<file path="config.mk">
export PLATFORM = sky130hd
export DESIGN_NAME = spi_param_fifo
export DESIGN_NICKNAME = d
export VERILOG_FILES = /design/src/rtl/spi_param_fifo_pkg.sv /design/src/rtl/spi_param_fifo_mem.sv /design/src/rtl/spi_param_fifo.sv
export SDC_FILE = /design/constraint.sdc
export NUM_CORES = 1
export LEC_CHECK = 0
export ABC_AREA = 1
export BUFFER_PORTS_ARGS = -buffer_cell sky130_fd_sc_hd__buf_4
export CORE_MARGIN = 2
export CORE_UTILIZATION = 54
export DETAILED_ROUTE_END_ITERATION = 8
export HOLD_SLACK_MARGIN = 0.05
export PLACE_DENSITY = 0.73
export SYNTH_ARGS = -nofsm -noshare
export SYNTH_HDL_FRONTEND = slang
export SYNTH_HIERARCHICAL = 1
export SYNTH_SLANG_ARGS = --single-unit
</file>
<file path="constraint.sdc">
create_clock -name clk -period 2.1 [get_ports clk]
set_input_delay 0.315 -clock clk [delete_from_list [all_inputs] [get_ports clk]]
set_output_delay 0.315 -clock clk [all_outputs]
set_load 0.02 [all_outputs]
</file>
<file path="src/rtl/spi_param_fifo_pkg.sv">
// Shared SPI definitions: bus mode encodings, FIFO size defaults and
// small helpers used by the SPI parameter FIFO.
package spi_param_fifo_pkg;

   typedef enum logic [1:0] {
      SPI_MODE0 = 2'b00,
      SPI_MODE1 = 2'b01,
      SPI_MODE2 = 2'b10,
      SPI_MODE3 = 2'b11
   } spi_mode_e;

   localparam int SPI_MAX_WORD_W  = 32;
   localparam int SPI_FIFO_DATA_W = 8;
   localparam int SPI_FIFO_DEPTH  = 8;

   // Accepted-operation encoding, {write, read}.
   typedef enum logic [1:0] {
      OP_IDLE = 2'b00,
      OP_POP  = 2'b01,
      OP_PUSH = 2'b10,
      OP_BOTH = 2'b11
   } fifo_op_e;

   function automatic bit is_pow2(input int value);
      return (value >= 2) && ((value & (value - 1)) == 0);
   endfunction

endpackage

</file>
<file path="src/rtl/spi_param_fifo_mem.sv">
// FIFO storage: register array, one synchronous write port and one
// asynchronous read port. Contents are intentionally not reset.
module spi_fifo_mem #(
   parameter int DATA_W = 8,
   parameter int DEPTH  = 8,
   parameter int AW     = $clog2(DEPTH)
) (
   input  logic              clk,
   input  logic              we,
   input  logic [AW-1:0]     waddr,
   input  logic [DATA_W-1:0] wdata,
   input  logic [AW-1:0]     raddr,
   output logic [DATA_W-1:0] rdata
);

   logic [DATA_W-1:0] mem [DEPTH];

   always_ff @(posedge clk) begin
      if (we) begin
         mem[waddr] <= wdata;
      end
   end

   assign rdata = mem[raddr];

endmodule

</file>
<file path="src/rtl/spi_param_fifo.sv">
// Parameterised synchronous FIFO for the SPI datapath: pointer/count
// bookkeeping, status flags, sticky error flags and registered read data.
module spi_param_fifo
   import spi_param_fifo_pkg::*;
#(
   parameter int DATA_W     = SPI_FIFO_DATA_W,
   parameter int DEPTH      = SPI_FIFO_DEPTH,
   parameter int AFULL_THR  = DEPTH - 1,
   parameter int AEMPTY_THR = 1
) (
   input  logic                     clk,
   input  logic                     rst,
   input  logic                     flush_i,
   input  logic                     wr_en_i,
   input  logic [DATA_W-1:0]        wr_data_i,
   input  logic                     rd_en_i,
   output logic [DATA_W-1:0]        rd_data_o,
   output logic                     rd_valid_o,
   output logic [$clog2(DEPTH):0]   count_o,
   output logic                     full_o,
   output logic                     empty_o,
   output logic                     almost_full_o,
   output logic                     almost_empty_o,
   input  logic                     clr_err_i,
   output logic                     overflow_o,
   output logic                     underflow_o
);

   localparam int AW = $clog2(DEPTH);
   localparam int CW = AW + 1;
   localparam logic [CW-1:0] DEPTH_C  = CW'(DEPTH);
   localparam logic [CW-1:0] AFULL_C  = CW'(AFULL_THR);
   localparam logic [CW-1:0] AEMPTY_C = CW'(AEMPTY_THR);

   generate
      if (!is_pow2(DEPTH)) begin : g_depth_check
         $error("spi_param_fifo: DEPTH must be a power of two and at least 2");
      end
   endgenerate

   logic [AW-1:0]     wr_ptr;
   logic [AW-1:0]     rd_ptr;
   logic [CW-1:0]     count;
   logic [DATA_W-1:0] mem_rdata;
   logic              rd_acc;
   logic              wr_acc;
   logic              mem_we;
   fifo_op_e          op;

   // A read frees a slot in the same cycle, which lets a write at full pass through.
   always_comb begin
      rd_acc = rd_en_i && !empty_o;
      wr_acc = wr_en_i && (!full_o || rd_acc);
      op     = fifo_op_e'({wr_acc, rd_acc});
   end

   assign mem_we = wr_acc && !flush_i && !rst;

   assign count_o        = count;
   assign full_o         = (count == DEPTH_C);
   assign empty_o        = (count == '0);
   assign almost_full_o  = (count >= AFULL_C);
   assign almost_empty_o = (count <= AEMPTY_C);

   spi_fifo_mem #(
      .DATA_W (DATA_W),
      .DEPTH  (DEPTH),
      .AW     (AW)
   ) u_mem (
      .clk   (clk),
      .we    (mem_we),
      .waddr (wr_ptr),
      .wdata (wr_data_i),
      .raddr (rd_ptr),
      .rdata (mem_rdata)
   );

   always_ff @(posedge clk) begin
      if (rst) begin
         wr_ptr      <= '0;
         rd_ptr      <= '0;
         count       <= '0;
         rd_data_o   <= '0;
         rd_valid_o  <= 1'b0;
         overflow_o  <= 1'b0;
         underflow_o <= 1'b0;
      end else if (flush_i) begin
         wr_ptr      <= '0;
         rd_ptr      <= '0;
         count       <= '0;
         rd_valid_o  <= 1'b0;
         overflow_o  <= 1'b0;
         underflow_o <= 1'b0;
      end else begin
         if (wr_acc) begin
            wr_ptr <= wr_ptr + 1'b1;
         end
         if (rd_acc) begin
            rd_ptr    <= rd_ptr + 1'b1;
            rd_data_o <= mem_rdata;
         end
         rd_valid_o <= rd_acc;

         case (op)
            OP_PUSH: count <= count + 1'b1;
            OP_POP:  count <= count - 1'b1;
            default: count <= count;
         endcase

         // Set beats clear when both happen in the same cycle.
         overflow_o  <= (wr_en_i && !wr_acc) || (overflow_o && !clr_err_i);
         underflow_o <= (rd_en_i && !rd_acc) || (underflow_o && !clr_err_i);
      end
   end

endmodule

</file>
==> flow_summary.html <==
<table>
<tr><th>Metric</th><th>Value</th></tr>
<tr><th colspan="2">Floorplanning</th></tr>
<tr><td>Die area</td><td>8130 µm²</td></tr>
<tr><td>Effective utilization at floorplan</td><td>55.6%</td></tr>
<tr><td>Floorplan die width</td><td>90.2 µm</td></tr>
<tr><td>Core region area</td><td>7210 µm²</td></tr>
<tr><td>IO Pins</td><td>33</td></tr>
<tr><td>Site row count</td><td>31</td></tr>
<tr><td>Vert. Die Dim</td><td>90.2 µm</td></tr>
<tr><th colspan="2">Final layout</th></tr>
<tr><td>Antenna diodes</td><td>0</td></tr>
<tr><td>Area growth, synth to finish</td><td>13.6%</td></tr>
<tr><td>Share of layout cells above drive strength 1</td><td>17.8%</td></tr>
<tr><td>Final net count</td><td>498</td></tr>
<tr><th colspan="2">Critical path</th></tr>
<tr><td>RR Endpoint</td><td>u_mem/mem[4][3]</td></tr>
<tr><td>Critical register-to-register path startpoint</td><td>count_o[0]</td></tr>
<tr><td>Data required time of the critical path</td><td>2.13 ns</td></tr>
<tr><td>Path type of the worst setup path</td><td>flip-flop to flip-flop</td></tr>
<tr><td>Minimum setup slack among reg-to-reg paths</td><td>0.14 ns</td></tr>
<tr><td>Startpoint Class</td><td>flip-flop</td></tr>
<tr><td>Arrival time of the worst setup path</td><td>1.99 ns</td></tr>
<tr><td>Reg2Reg Depth</td><td>9</td></tr>
<tr><td>Start point of the critical path</td><td>count_o[0]</td></tr>
<tr><td>Endpoint kind of the worst setup timing path</td><td>flip-flop</td></tr>
<tr><td>Endpoint of the worst setup timing path</td><td>u_mem/mem[4][3]</td></tr>
<tr><td>Maximum fanout along the worst path</td><td>8</td></tr>
<tr><th colspan="2">Run status</th></tr>
<tr><td>Result of the run</td><td>finished clean</td></tr>
<tr><th colspan="2">Logic synthesis</th></tr>
<tr><td>Number of distinct library cells after synthesis</td><td>32</td></tr>
<tr><td>Number of nets in the synthesized netlist</td><td>461</td></tr>
<tr><td>Yosys warning total</td><td>6</td></tr>
<tr><td>Register bit total from synthesis</td><td>85</td></tr>
<tr><td>Per-instance average area after synthesis</td><td>9.07 µm²</td></tr>
<tr><td>Area of the mapped netlist</td><td>4010 µm²</td></tr>
<tr><td>Portion of the post-synthesis area used by sequential elements</td><td>58.4%</td></tr>
<tr><td>Synthesized instance count</td><td>442</td></tr>
<tr><th colspan="2">Timing</th></tr>
<tr><td>Tmin final</td><td>1.96 ns</td></tr>
<tr><td>Hold slack</td><td>0.200 ns</td></tr>
<tr><td>Unrepaired setup endpoints after global routing</td><td>false</td></tr>
<tr><td>Final worst-path cycle share</td><td>93.3%</td></tr>
<tr><td>Max-slew violations</td><td>0</td></tr>
<tr><td>Worst setup skew after layout</td><td>0.00764 ns</td></tr>
<tr><td>Final Worst Setup Slack</td><td>0.140 ns</td></tr>
<tr><td>Fin. Hold Viols</td><td>0</td></tr>
<tr><td>Transition at the pin with the smallest max-transition slack</td><td>0.313 ns</td></tr>
<tr><td>Final setup violating endpoints</td><td>0</td></tr>
<tr><td>Timing-limited maximum frequency</td><td>510 MHz</td></tr>
<tr><td>Max transition margin</td><td>79.1%</td></tr>
<tr><th colspan="2">Global route</th></tr>
<tr><td>Total grt overflow</td><td>0</td></tr>
<tr><td>Vias in the first global route</td><td>2628</td></tr>
<tr><td>Number of antenna violations at the first check in global routing</td><td>0</td></tr>
<tr><td>Global-route wire length before repair</td><td>12.9 mm</td></tr>
<tr><td>Overall track demand over capacity in global routing</td><td>20.5%</td></tr>
<tr><td>Largest net degree at the start of global routing</td><td>33</td></tr>
<tr><th colspan="2">Route</th></tr>
<tr><td>First-pass detailed-route iteration total</td><td>5</td></tr>
<tr><td>Highest metal layer used by the detailed router</td><td>met4</td></tr>
<tr><td>Total number of vias</td><td>2837</td></tr>
<tr><td>Wire length after detailed routing</td><td>8.03 mm</td></tr>
<tr><td>M1 WL</td><td>3.64 mm</td></tr>
<tr><td>Via density</td><td>4.87</td></tr>
<tr><td>Routed wl met2</td><td>3.71 mm</td></tr>
<tr><td>Final routed DRC violation total</td><td>0</td></tr>
<tr><td>Final routed wire length divided by cell count</td><td>13.8 µm</td></tr>
<tr><td>Met3 layer wire length in the routed design</td><td>461 µm</td></tr>
<tr><td>Detail Route Antenna Nets</td><td>0</td></tr>
<tr><td>Initial drt markers</td><td>204</td></tr>
<tr><th colspan="2">Clocking</th></tr>
<tr><td>Clock H-tree levels</td><td>3</td></tr>
<tr><td>CTS root buf</td><td>sky130_fd_sc_hd__clkbuf_8</td></tr>
<tr><td>Post-CTS Repair Setup Buffers</td><td>0</td></tr>
<tr><td>Clock tree from TritonCTS</td><td>yes</td></tr>
<tr><td>Clock-pin transition on the worst setup and hold timing paths</td><td>0.08 ns</td></tr>
<tr><td>Total number of clock tree sinks</td><td>85</td></tr>
<tr><td>Max Root-Sink Buffers</td><td>2</td></tr>
<tr><td>Clock latency of the later-clocked register in the worst-skew pair</td><td>0.34 ns</td></tr>
<tr><td>TritonCTS Buffers</td><td>9</td></tr>
<tr><th colspan="2">Placement</th></tr>
<tr><td>Post-Place Setup Slack</td><td>-0.0186 ns</td></tr>
<tr><td>Detailed placement HPWL</td><td>5.70 mm</td></tr>
<tr><td>Last weighted congestion value of the routability-driven placer</td><td>0.813</td></tr>
<tr><td>Input/output buffers</td><td>32</td></tr>
<tr><th colspan="2">Pwr</th></tr>
<tr><td>VDD IR max</td><td>0.000511 V</td></tr>
<tr><td>Power Density</td><td>727 nW/µm²</td></tr>
<tr><td>Leakage power of the design</td><td>2.04 nW</td></tr>
<tr><td>Overall Power</td><td>3.31 mW</td></tr>
<tr><th colspan="2">Run</th></tr>
<tr><td>Max-cap violations</td><td>0</td></tr>
<tr><th colspan="2">Min path</th></tr>
<tr><td>Path type of the worst min-delay path</td><td>primary input to flip-flop</td></tr>
</table>
==> final cells by class <==
cell class                      count  area [µm²]
Clock buffer                       14         153
Clock inverter                      2        35.0
Multi-Input combinational cell    252        1250
Fill cell                         602        2660
Tap cell                           99         124
Inverter                           91         352
Timing Repair Buffer               40         300
Sequential cell                    85        2340
==> stage by stage <==
step / std cells / area (µm²) / TNS [ns] / util [%]
6_report: 583 / 4560 / 0 / 63.1
5_1_grt: 583 / 4560 / 0 / 63.1
4_1_cts: 583 / 4530 / -0.498 / 62.8
3_5_place_dp: 567 / 4340 / -0.229 / 60.2
3_3_place_gp: 567 / 4340 / 0 / 60.2
2_1_floorplan: 442 / 4050 / 0 / -
==> state kept, by name (all words and copies together), names as in the netlist <==
register	count
rd_data_o	8
overflow_o	1
count_o	4
u_mem/mem	64
rd_ptr	3
rd_valid_o	1
wr_ptr	3
underflow_o	1
==> synthesized netlist by cell type <==
cell type | instances | area (µm²)
sky130_fd_sc_hd__o21ai_0 | 3 | 15.0
sky130_fd_sc_hd__nand2_4 | 1 | 11.3
sky130_fd_sc_hd__clkinv_1 | 1 | 3.75
sky130_fd_sc_hd__o22ai_1 | 2 | 12.5
sky130_fd_sc_hd__and3_1 | 1 | 6.26
sky130_fd_sc_hd__or2_2 | 1 | 6.26
sky130_fd_sc_hd__nand3_1 | 49 | 245
sky130_fd_sc_hd__nor2_1 | 22 | 82.6
sky130_fd_sc_hd__inv_2 | 6 | 22.5
sky130_fd_sc_hd__buf_12 | 1 | 20.0
sky130_fd_sc_hd__a21oi_2 | 1 | 8.76
sky130_fd_sc_hd__clkbuf_1 | 1 | 3.75
sky130_fd_sc_hd__inv_8 | 1 | 11.3
sky130_fd_sc_hd__buf_4 | 3 | 22.5
sky130_fd_sc_hd__nand2_1 | 139 | 522
sky130_fd_sc_hd__inv_4 | 1 | 6.26
sky130_fd_sc_hd__a21oi_1 | 12 | 60.1
sky130_fd_sc_hd__nand2_8 | 1 | 20.0
sky130_fd_sc_hd__ha_1 | 5 | 62.6
sky130_fd_sc_hd__dfxtp_1 | 21 | 420
sky130_fd_sc_hd__o21ai_1 | 2 | 10.0
sky130_fd_sc_hd__nand3_2 | 1 | 10.0
sky130_fd_sc_hd__nand2_2 | 4 | 25.0
sky130_fd_sc_hd__buf_2 | 2 | 10.0
sky130_fd_sc_hd__nand4_1 | 2 | 12.5
sky130_fd_sc_hd__inv_1 | 82 | 308
sky130_fd_sc_hd__nor2_2 | 1 | 6.26
sky130_fd_sc_hd__nor2_4 | 1 | 11.3
sky130_fd_sc_hd__edfxtp_1 | 64 | 1920
sky130_fd_sc_hd__buf_6 | 7 | 78.8
sky130_fd_sc_hd__xor2_1 | 2 | 17.5
sky130_fd_sc_hd__nand3_4 | 2 | 35.0
==> cell families (layout without fill, tap and decap cells) <==
family                     after synthesis  count (layout)  share of synthesized area (%)
AOI/OAI and AO/OA                       20              20                           2.65
and+or+nand+nor                        225             225                           24.8
buffers and inverters                  105             147                           12.1
xor gates and xnor gates                 2               2                          0.437
adders and majority gates                5               5                           1.56
DFF                                     85              85                           58.4
==> cells in the final DEF, fill, tap and decap left out <==
master	Yosys	layout
sky130_fd_sc_hd__nand2_2	4	6
sky130_fd_sc_hd__clkinv_1	1	1
sky130_fd_sc_hd__nor2_4	1	9
sky130_fd_sc_hd__clkbuf_1	1	4
sky130_fd_sc_hd__edfxtp_1	64	64
sky130_fd_sc_hd__nand3_2	1	1
sky130_fd_sc_hd__and3_1	1	1
sky130_fd_sc_hd__o21ai_0	3	3
sky130_fd_sc_hd__clkbuf_8	0	10
sky130_fd_sc_hd__or2_2	1	1
sky130_fd_sc_hd__dfxtp_1	21	19
sky130_fd_sc_hd__nand2_4	1	1
sky130_fd_sc_hd__nand4_1	2	2
sky130_fd_sc_hd__inv_8	1	1
sky130_fd_sc_hd__inv_2	6	6
sky130_fd_sc_hd__nand2_1	139	137
sky130_fd_sc_hd__buf_4	3	40
sky130_fd_sc_hd__a21oi_1	12	12
sky130_fd_sc_hd__dfxtp_2	0	2
sky130_fd_sc_hd__nand3_1	49	49
sky130_fd_sc_hd__xor2_1	2	2
sky130_fd_sc_hd__o22ai_1	2	2
sky130_fd_sc_hd__bufinv_16	0	1
sky130_fd_sc_hd__o21ai_1	2	2
sky130_fd_sc_hd__a21oi_2	1	1
sky130_fd_sc_hd__nand3_4	2	2
sky130_fd_sc_hd__clkinv_2	0	1
sky130_fd_sc_hd__nor2_1	22	13
sky130_fd_sc_hd__nand2_8	1	1
sky130_fd_sc_hd__inv_1	82	82
sky130_fd_sc_hd__ha_1	5	5
sky130_fd_sc_hd__nor2_2	1	2
sky130_fd_sc_hd__inv_4	1	1
==> layer usage <==
layer  GRT usage, %  vias up
met5              0        -
met1           28.0     1260
li1               -     1452
met4           10.1        0
met3           3.02       19
met2           32.3      106
==> where the power goes <==
| part | total, mW | switching (mW) | internal [mW] | leakage [nW] |
|---|---|---|---|---|
| clock network | 1.10 | 0.520 | 0.583 | 0.0947 |
| registers | 1.84 | 0.0130 | 1.83 | 0.748 |
| logic | 0.372 | 0.244 | 0.128 | 1.20 |
| total | 3.31 | 0.777 | 2.54 | 2.04 |
==> what timing repair did <==
action,4_1_cts,5_1_grt
resized for setup,0,7
endpoints found under the hold margin,0,0
endpoints found under the setup margin,16,64
hold buffers,0,0
pin swaps,0,3
==> worst min path at each step <==
stage                            start         endpoint  cells past startpoint  slack, ns
after detailed placement  rd_data_o[6]     rd_data_o[6]                      2       0.46
after floorplan           wr_data_i[0]  u_mem/mem[0][0]                      0       0.41
final                              rst     rd_data_o[0]                      2       0.20
after global placement    rd_data_o[2]     rd_data_o[2]                      2       0.45
after CTS                          rst     rd_data_o[0]                      2       0.18
after global routing               rst     rd_data_o[4]                      2       0.19
==> critical path: stages, from the launching register on <==
cell	delay [ns]
sky130_fd_sc_hd__dfxtp_2	0.38
sky130_fd_sc_hd__inv_1	0.10
sky130_fd_sc_hd__ha_1	0.25
sky130_fd_sc_hd__nand3_2	0.12
sky130_fd_sc_hd__inv_2	0.05
sky130_fd_sc_hd__nand2_2	0.09
sky130_fd_sc_hd__nand2_2	0.06
sky130_fd_sc_hd__nor2_2	0.13
sky130_fd_sc_hd__nand2_2	0.19
sky130_fd_sc_hd__nor2_4	0.27
Note: power is estimated with default switching activity, not from simulation.
